### src/rtl/fig_pkg.sv
// Shared field codes, widths and the rectangle record for figure_renderer.
package fig_pkg;

    localparam int COORD_W = 10;
    localparam int COLOR_W = 3;

    typedef enum logic [2:0] {
        FLD_XL    = 3'd0,
        FLD_YT    = 3'd1,
        FLD_W     = 3'd2,
        FLD_H     = 3'd3,
        FLD_COLOR = 3'd4,
        FLD_EN    = 3'd5,
        FLD_BLINK = 3'd6,
        FLD_NONE  = 3'd7
    } field_t;

    typedef struct packed {
        logic [COORD_W-1:0] x_l;
        logic [COORD_W-1:0] y_t;
        logic [COORD_W-1:0] width;
        logic [COORD_W-1:0] height;
        logic [COLOR_W-1:0] color;
        logic               enable;
        logic               blink;
    } rect_t;

endpackage

### src/rtl/rect_hit.sv
// Point-in-rectangle test for one rectangle; right/bottom edges use 11-bit sums
// so a rectangle running past column/line 1023 never wraps back to 0.
module rect_hit
    import fig_pkg::*;
(
    input  logic [COORD_W-1:0] x_l,
    input  logic [COORD_W-1:0] y_t,
    input  logic [COORD_W-1:0] width,
    input  logic [COORD_W-1:0] height,
    input  logic               enable,
    input  logic [COORD_W-1:0] hcount,
    input  logic [COORD_W-1:0] vcount,
    output logic               hit
);

    logic [COORD_W:0] x_r;
    logic [COORD_W:0] y_b;

    always_comb begin
        x_r = {1'b0, x_l} + {1'b0, width};
        y_b = {1'b0, y_t} + {1'b0, height};
        hit = enable
            && (hcount >= x_l) && ({1'b0, hcount} < x_r)
            && (vcount >= y_t) && ({1'b0, vcount} < y_b);
    end

endmodule

### src/rtl/figure_renderer.sv
// Renders N_RECT programmable filled rectangles over BG_COLOR with a 2-pixel pipeline.
// Optional blinking rectangles are enabled with the FIG_BLINK_EN macro.
module figure_renderer
    import fig_pkg::*;
#(
    parameter int                 N_RECT     = 4,
    parameter int                 IDX_W      = 2,
    parameter int                 H_ACTIVE   = 640,
    parameter int                 V_ACTIVE   = 480,
    parameter logic [COLOR_W-1:0] BG_COLOR   = 3'b110,
    parameter int                 BLINK_LOG2 = 5
) (
    input  logic               clk,
    input  logic               reset,
    input  logic               px_en,
    input  logic [COORD_W-1:0] hcount,
    input  logic [COORD_W-1:0] vcount,
    input  logic               video_on,
    input  logic               wr_en,
    input  logic [IDX_W-1:0]   wr_idx,
    input  logic [2:0]         wr_field,
    input  logic [COORD_W-1:0] wr_data,
    output logic [COLOR_W-1:0] rgb,
    output logic               frame_start
);

    localparam logic [COORD_W-1:0] H_LIM = COORD_W'(H_ACTIVE);
    localparam logic [COORD_W-1:0] V_LIM = COORD_W'(V_ACTIVE);

    if (N_RECT < 1 || N_RECT > 16 || (1 << IDX_W) < N_RECT || BLINK_LOG2 < 0) begin : g_bad_cfg
        $error("figure_renderer: invalid parameter set");
    end

    rect_t              shadow [N_RECT];
    rect_t              active [N_RECT];
    logic [N_RECT-1:0]  hit_raw;
    logic [N_RECT-1:0]  hit_vec;
    logic [N_RECT-1:0]  hit_d;
    logic               video_on_d;
    logic               commit;
    logic               in_area;
    logic               blink_phase;
    logic [COLOR_W-1:0] pick;

    assign commit  = px_en && (hcount == '0) && (vcount == V_LIM);
    assign in_area = (hcount < H_LIM) && (vcount < V_LIM);

    // Commit copies the pre-write shadow; a same-cycle write lands in shadow only.
    always_ff @(posedge clk or posedge reset) begin
        if (reset) begin
            for (int unsigned i = 0; i < N_RECT; i++) begin
                shadow[i] <= '0;
                active[i] <= '0;
            end
        end else begin
            if (commit) begin
                for (int unsigned i = 0; i < N_RECT; i++) begin
                    active[i] <= shadow[i];
                end
            end
            if (wr_en) begin
                for (int unsigned i = 0; i < N_RECT; i++) begin
                    if (wr_idx == IDX_W'(i)) begin
                        case (wr_field)
                            FLD_XL:    shadow[i].x_l    <= wr_data;
                            FLD_YT:    shadow[i].y_t    <= wr_data;
                            FLD_W:     shadow[i].width  <= wr_data;
                            FLD_H:     shadow[i].height <= wr_data;
                            FLD_COLOR: shadow[i].color  <= wr_data[COLOR_W-1:0];
                            FLD_EN:    shadow[i].enable <= wr_data[0];
`ifdef FIG_BLINK_EN
                            FLD_BLINK: shadow[i].blink  <= wr_data[0];
`endif
                            default: ;
                        endcase
                    end
                end
            end
        end
    end

`ifdef FIG_BLINK_EN
    logic [BLINK_LOG2:0] frame_cnt;

    always_ff @(posedge clk or posedge reset) begin
        if (reset) begin
            frame_cnt <= '0;
        end else if (commit) begin
            frame_cnt <= frame_cnt + {{BLINK_LOG2{1'b0}}, 1'b1};
        end
    end

    assign blink_phase = frame_cnt[BLINK_LOG2];
`else
    assign blink_phase = 1'b0;
`endif

    for (genvar g = 0; g < N_RECT; g++) begin : g_rect
        rect_hit u_hit (
            .x_l    (active[g].x_l),
            .y_t    (active[g].y_t),
            .width  (active[g].width),
            .height (active[g].height),
            .enable (active[g].enable),
            .hcount (hcount),
            .vcount (vcount),
            .hit    (hit_raw[g])
        );
    end

    always_comb begin
        hit_vec = '0;
        for (int unsigned i = 0; i < N_RECT; i++) begin
            hit_vec[i] = hit_raw[i] && in_area && !(active[i].blink && blink_phase);
        end
    end

    // Lowest index wins: first set bit found while scanning upward.
    always_comb begin
        logic found;
        found = 1'b0;
        pick  = BG_COLOR;
        for (int unsigned i = 0; i < N_RECT; i++) begin
            if (hit_d[i] && !found) begin
                pick  = active[i].color;
                found = 1'b1;
            end
        end
    end

    always_ff @(posedge clk or posedge reset) begin
        if (reset) begin
            hit_d       <= '0;
            video_on_d  <= 1'b0;
            rgb         <= '0;
            frame_start <= 1'b0;
        end else begin
            frame_start <= commit;
            if (px_en) begin
                hit_d      <= hit_vec;
                video_on_d <= video_on;
                rgb        <= video_on_d ? pick : '0;
            end
        end
    end

endmodule

### config.mk
export PLATFORM = sky130hd
export DESIGN_NAME = figure_renderer
export DESIGN_NICKNAME = d
export VERILOG_FILES = /design/src/rtl/fig_pkg.sv /design/src/rtl/rect_hit.sv /design/src/rtl/figure_renderer.sv
export SDC_FILE = /design/constraint.sdc
export NUM_CORES = 1
export LEC_CHECK = 0
export CORE_MARGIN = 2
export CORE_UTILIZATION = 30
export CTS_CLUSTER_DIAMETER = 40
export DETAILED_ROUTE_END_ITERATION = 7
export SLEW_MARGIN = 10
export SYNTH_ARGS = -nofsm -noshare
export SYNTH_HDL_FRONTEND = slang
export SYNTH_SLANG_ARGS = --single-unit
### constraint.sdc
create_clock -name clk -period 44.3 [get_ports clk]
set_input_delay 13.29 -clock clk [delete_from_list [all_inputs] [get_ports clk]]
set_output_delay 13.29 -clock clk [all_outputs]
set_load 0.01 [all_outputs]
==> results.md <==
- First-pass DRT Iterations: 5
- P_int: 631 uW
- Critical path class: in2reg
- Synth warn: 4
- Top cells by area, synth: dfrtp_1 45%, ha_1 15%, mux2_2 12%, mux2_1 4.3%, o21ai_0 3.2%
- #FFs+latches synth: 361
- Initial antenna violation count: 3
- Slew HR: 0.220
- Root buf cell: clkbuf_16
- Final WL: 49200 microns
- CTS resizes: 0
- # hold bufs at CTS: 0
- CTS Sinks: 361
- Vias: 13538
- Post-CTS setup repair buffer count: 0
- Sequential share of power: 0.454
- Max Fanout on Critical Path: 94
- Hold Slack: 0.472 ns
- Clock share of power: 0.473
- Logic pwr share: 0.073
- Drt initial violations: 675
- Largest family of logic cells by synthesized area: multiplexers
- Post-synth EDFFs: 0
- Outcome: completed
- CTS tree: done
- Final setup viols: 0
- Predominant post-synthesis flop cell: dfrtp_1
- TNS Setup: 0 ns
- H-tree depth: 2
- Number of CTS-inserted buffers: 47
- Final Wtd Congestion: 0.837
- Largest net degree at the start of global routing: 171
- Io pins: 44
- Switching Fraction: 0.239
- Vias in the first global route: 13738
- Asr flop ratio synth: 1.00
- Synth Area in Simple Gates: 0.0756
- Fin. Hold Viols: 0
- Power, Total: 830 uW
- Worst hold path class: reg2reg
- Compound-Gate Fraction of Synth Area: 0.104
- Antenna cell count: 0
- Required time worst endpoint: 44.74 ns
- Synth Area in XOR/XNOR: 0.0258
- Synth area leader: dfrtp_1
- Adder-Cell Fraction of Synth Area: 0.153
- Share of cells above drive strength 1: 0.182
- Sw power: 199 uW
- DIE AREA: 0.0688 sq mm
- Post-Syn Area: 0.0200 sq mm
- Clock transition at path regs: 0.06 ns
- Nets: 2080
- CP Data Arrival Time: 16.83 ns
- Wirelength per Cell: 18.2 microns
- GRT Overall Usage: 0.142
- Mapped Cells: 1733
- Post-synth top area share: 0.452
- Deepest clock path buffer count: 3
- Std cell rows: 94
- Least-Margin Pin Slew: 1.17 ns
- Core Region: 0.0659 sq mm
- Post-DP HPWL: 34600 microns
- Worst vdd ir: 30.6 uV
- Clock tree skew after final layout: 0.0243 ns
- Final count of pins violating max slew: 0
- Grt ovf: 0
- Sequential fraction of the synthesis area: 0.452
- DRC Markers: 0
- Initial core utilization: 0.304
- Mux share of post-synthesis cell area: 0.159
- Achievable Freq: 0.0610 GHz
- Netlist cell types: 68
- CP Launch Type: input pin
- Routed Antenna Nets: 0
- # Max-Cap Violations: 0
- RSZ-0062 raised after global routing: false
- Clock latency on the worst-skew pair: 0.56 ns
- Fin crit period: 16.39 ns
- Period utilisation layout: 0.370
- P per Cell Area: 36.0 mW/mm^2
- Die H: 262 microns
- Crit. End Element: flop
- Static leakage: 11.3 nW
- Synth-to-Final Area Change: 15.2%
- Die extent in x: 262 microns
- Avg Synthesized Cell Area: 11.5 sq um
- Global-route wire length before repair: 77700 microns
- Vias per std cell: 5.01
- I/O Buffers: 43
- Post-Synthesis Net Count: 2013
[metal layers]
layer / global-route usage / vias to the layer above / part of all wire / wire length, microns
met2: 0.225 / 251 / 0.45 / 22100
li1: - / 6415 / - / -
met4: 0.0402 / 4 / 0.026 / 1300
met3: 0.0249 / 90 / 0.047 / 2340
met5: 0 / - / 0.00061 / 30
met1: 0.198 / 6778 / 0.48 / 23400
[power groups by stage]
stage                     Clock [mW]  Combinational (mW)  Sequential, mW
after floorplan                    0              0.0414           0.378
final                          0.392              0.0610           0.377
after global routing           0.416              0.0676           0.381
after CTS                      0.401              0.0623           0.377
after detailed placement           0              0.0621           0.382
after global placement             0              0.0594           0.381
[registers in the layout, indices dropped and copies added (netlist names)]
signal and cells:
hit_d 4, shadow 176, video_on_d 1, rgb 3, active 176, frame_start 1
[cells by family (layout without fill, tap and decap cells)]
| logic type | count (synthesis) | in the layout |
|---|---|---|
| mux | 282 | 282 |
| compound gates | 334 | 334 |
| flops | 361 | 361 |
| simple gates | 316 | 316 |
| buf+inv | 141 | 244 |
| xor+xnor | 59 | 59 |
| fa+ha+maj | 240 | 240 |
[synth_stat cells, types with 5 or more instances]
cell / count
clkbuf_1: 15
a31o_2: 6
buf_2: 18
or3_1: 5
nand2_1: 134
mux2_1: 76
nand2b_1: 17
a31oi_1: 10
o2111ai_1: 5
a21oi_1: 65
inv_1: 98
o21bai_1: 7
xor2_1: 39
nand3_1: 15
ha_1: 232
a211oi_1: 11
o21ai_0: 127
nand4_1: 7
o22ai_1: 5
o21a_1: 15
a21o_1: 22
o211ai_1: 19
buf_6: 8
mux2_2: 205
nand2_2: 6
nor3_1: 23
a211o_1: 7
xnor2_1: 20
nor3b_1: 6
nor4_1: 12
nor2b_1: 9
nor2_1: 54
dfrtp_1: 361
fa_1: 8
[area by class of cell]
type | instances | area [sq um]
well taps | 864 | 1080
fillers | 6528 | 42800
inverters | 98 | 375
clock inverters | 29 | 340
flip-flops and latches | 361 | 9030
multi-input cells | 1231 | 10400
repair buffers | 61 | 578
clock buffers | 56 | 1280
[cells in the final DEF (no fill, tap or decap), types with 8 or more instances in the layout]
cell / n
a211oi_1: 11
a21o_1: 22
a21oi_1: 65
a31oi_1: 10
buf_4: 17
clkbuf_16: 47
clkdlybuf4s50_1: 43
dfrtp_1: 361
fa_1: 8
ha_1: 232
inv_1: 97
mux2_1: 76
mux2_2: 205
nand2_1: 134
nand2b_1: 17
nand3_1: 15
nor2_1: 54
nor2b_1: 9
nor3_1: 23
nor4_1: 12
o211ai_1: 19
o21a_1: 15
o21ai_0: 127
xnor2_1: 20
xor2_1: 39
[worst max-delay path, stage by stage]
cell             delay (ns)
clkdlybuf4s50_1        0.83
nand4_1                0.25
or2_1                  0.32
nor3_4                 0.21
buf_4                  0.83
buf_4                  0.63
mux2_2                 0.40
[path summary, 6_finish.rpt]
kind	start	end	slack, ns	cells after the start
worst min-delay path	shadow[127]	active[127]	0.47	2
worst min register to register	shadow[127]	active[127]	0.47	2
worst max-delay path	vcount[6]	active[16]	27.91	7
worst max register to register	active[115]	hit_d[1]	40.44	15
max in group asynchronous	reset	active[10]	29.49	3
min in group asynchronous	reset	shadow[65]	13.30	2
[through the flow]
step | setup slack [ns] | util | cells | instance area (sq um)
after global routing | 27.70 | 0.350 | 2700 | 23000
after floorplan | 20.99 | - | 1733 | 20000
after detailed placement | 27.40 | 0.325 | 2615 | 21400
after CTS | 27.98 | 0.350 | 2700 | 23000
final | 27.91 | 0.350 | 2700 | 23000
after global placement | 27.39 | 0.325 | 2615 | 21400
No activity file was read; power rests on OpenSTA's default activity.
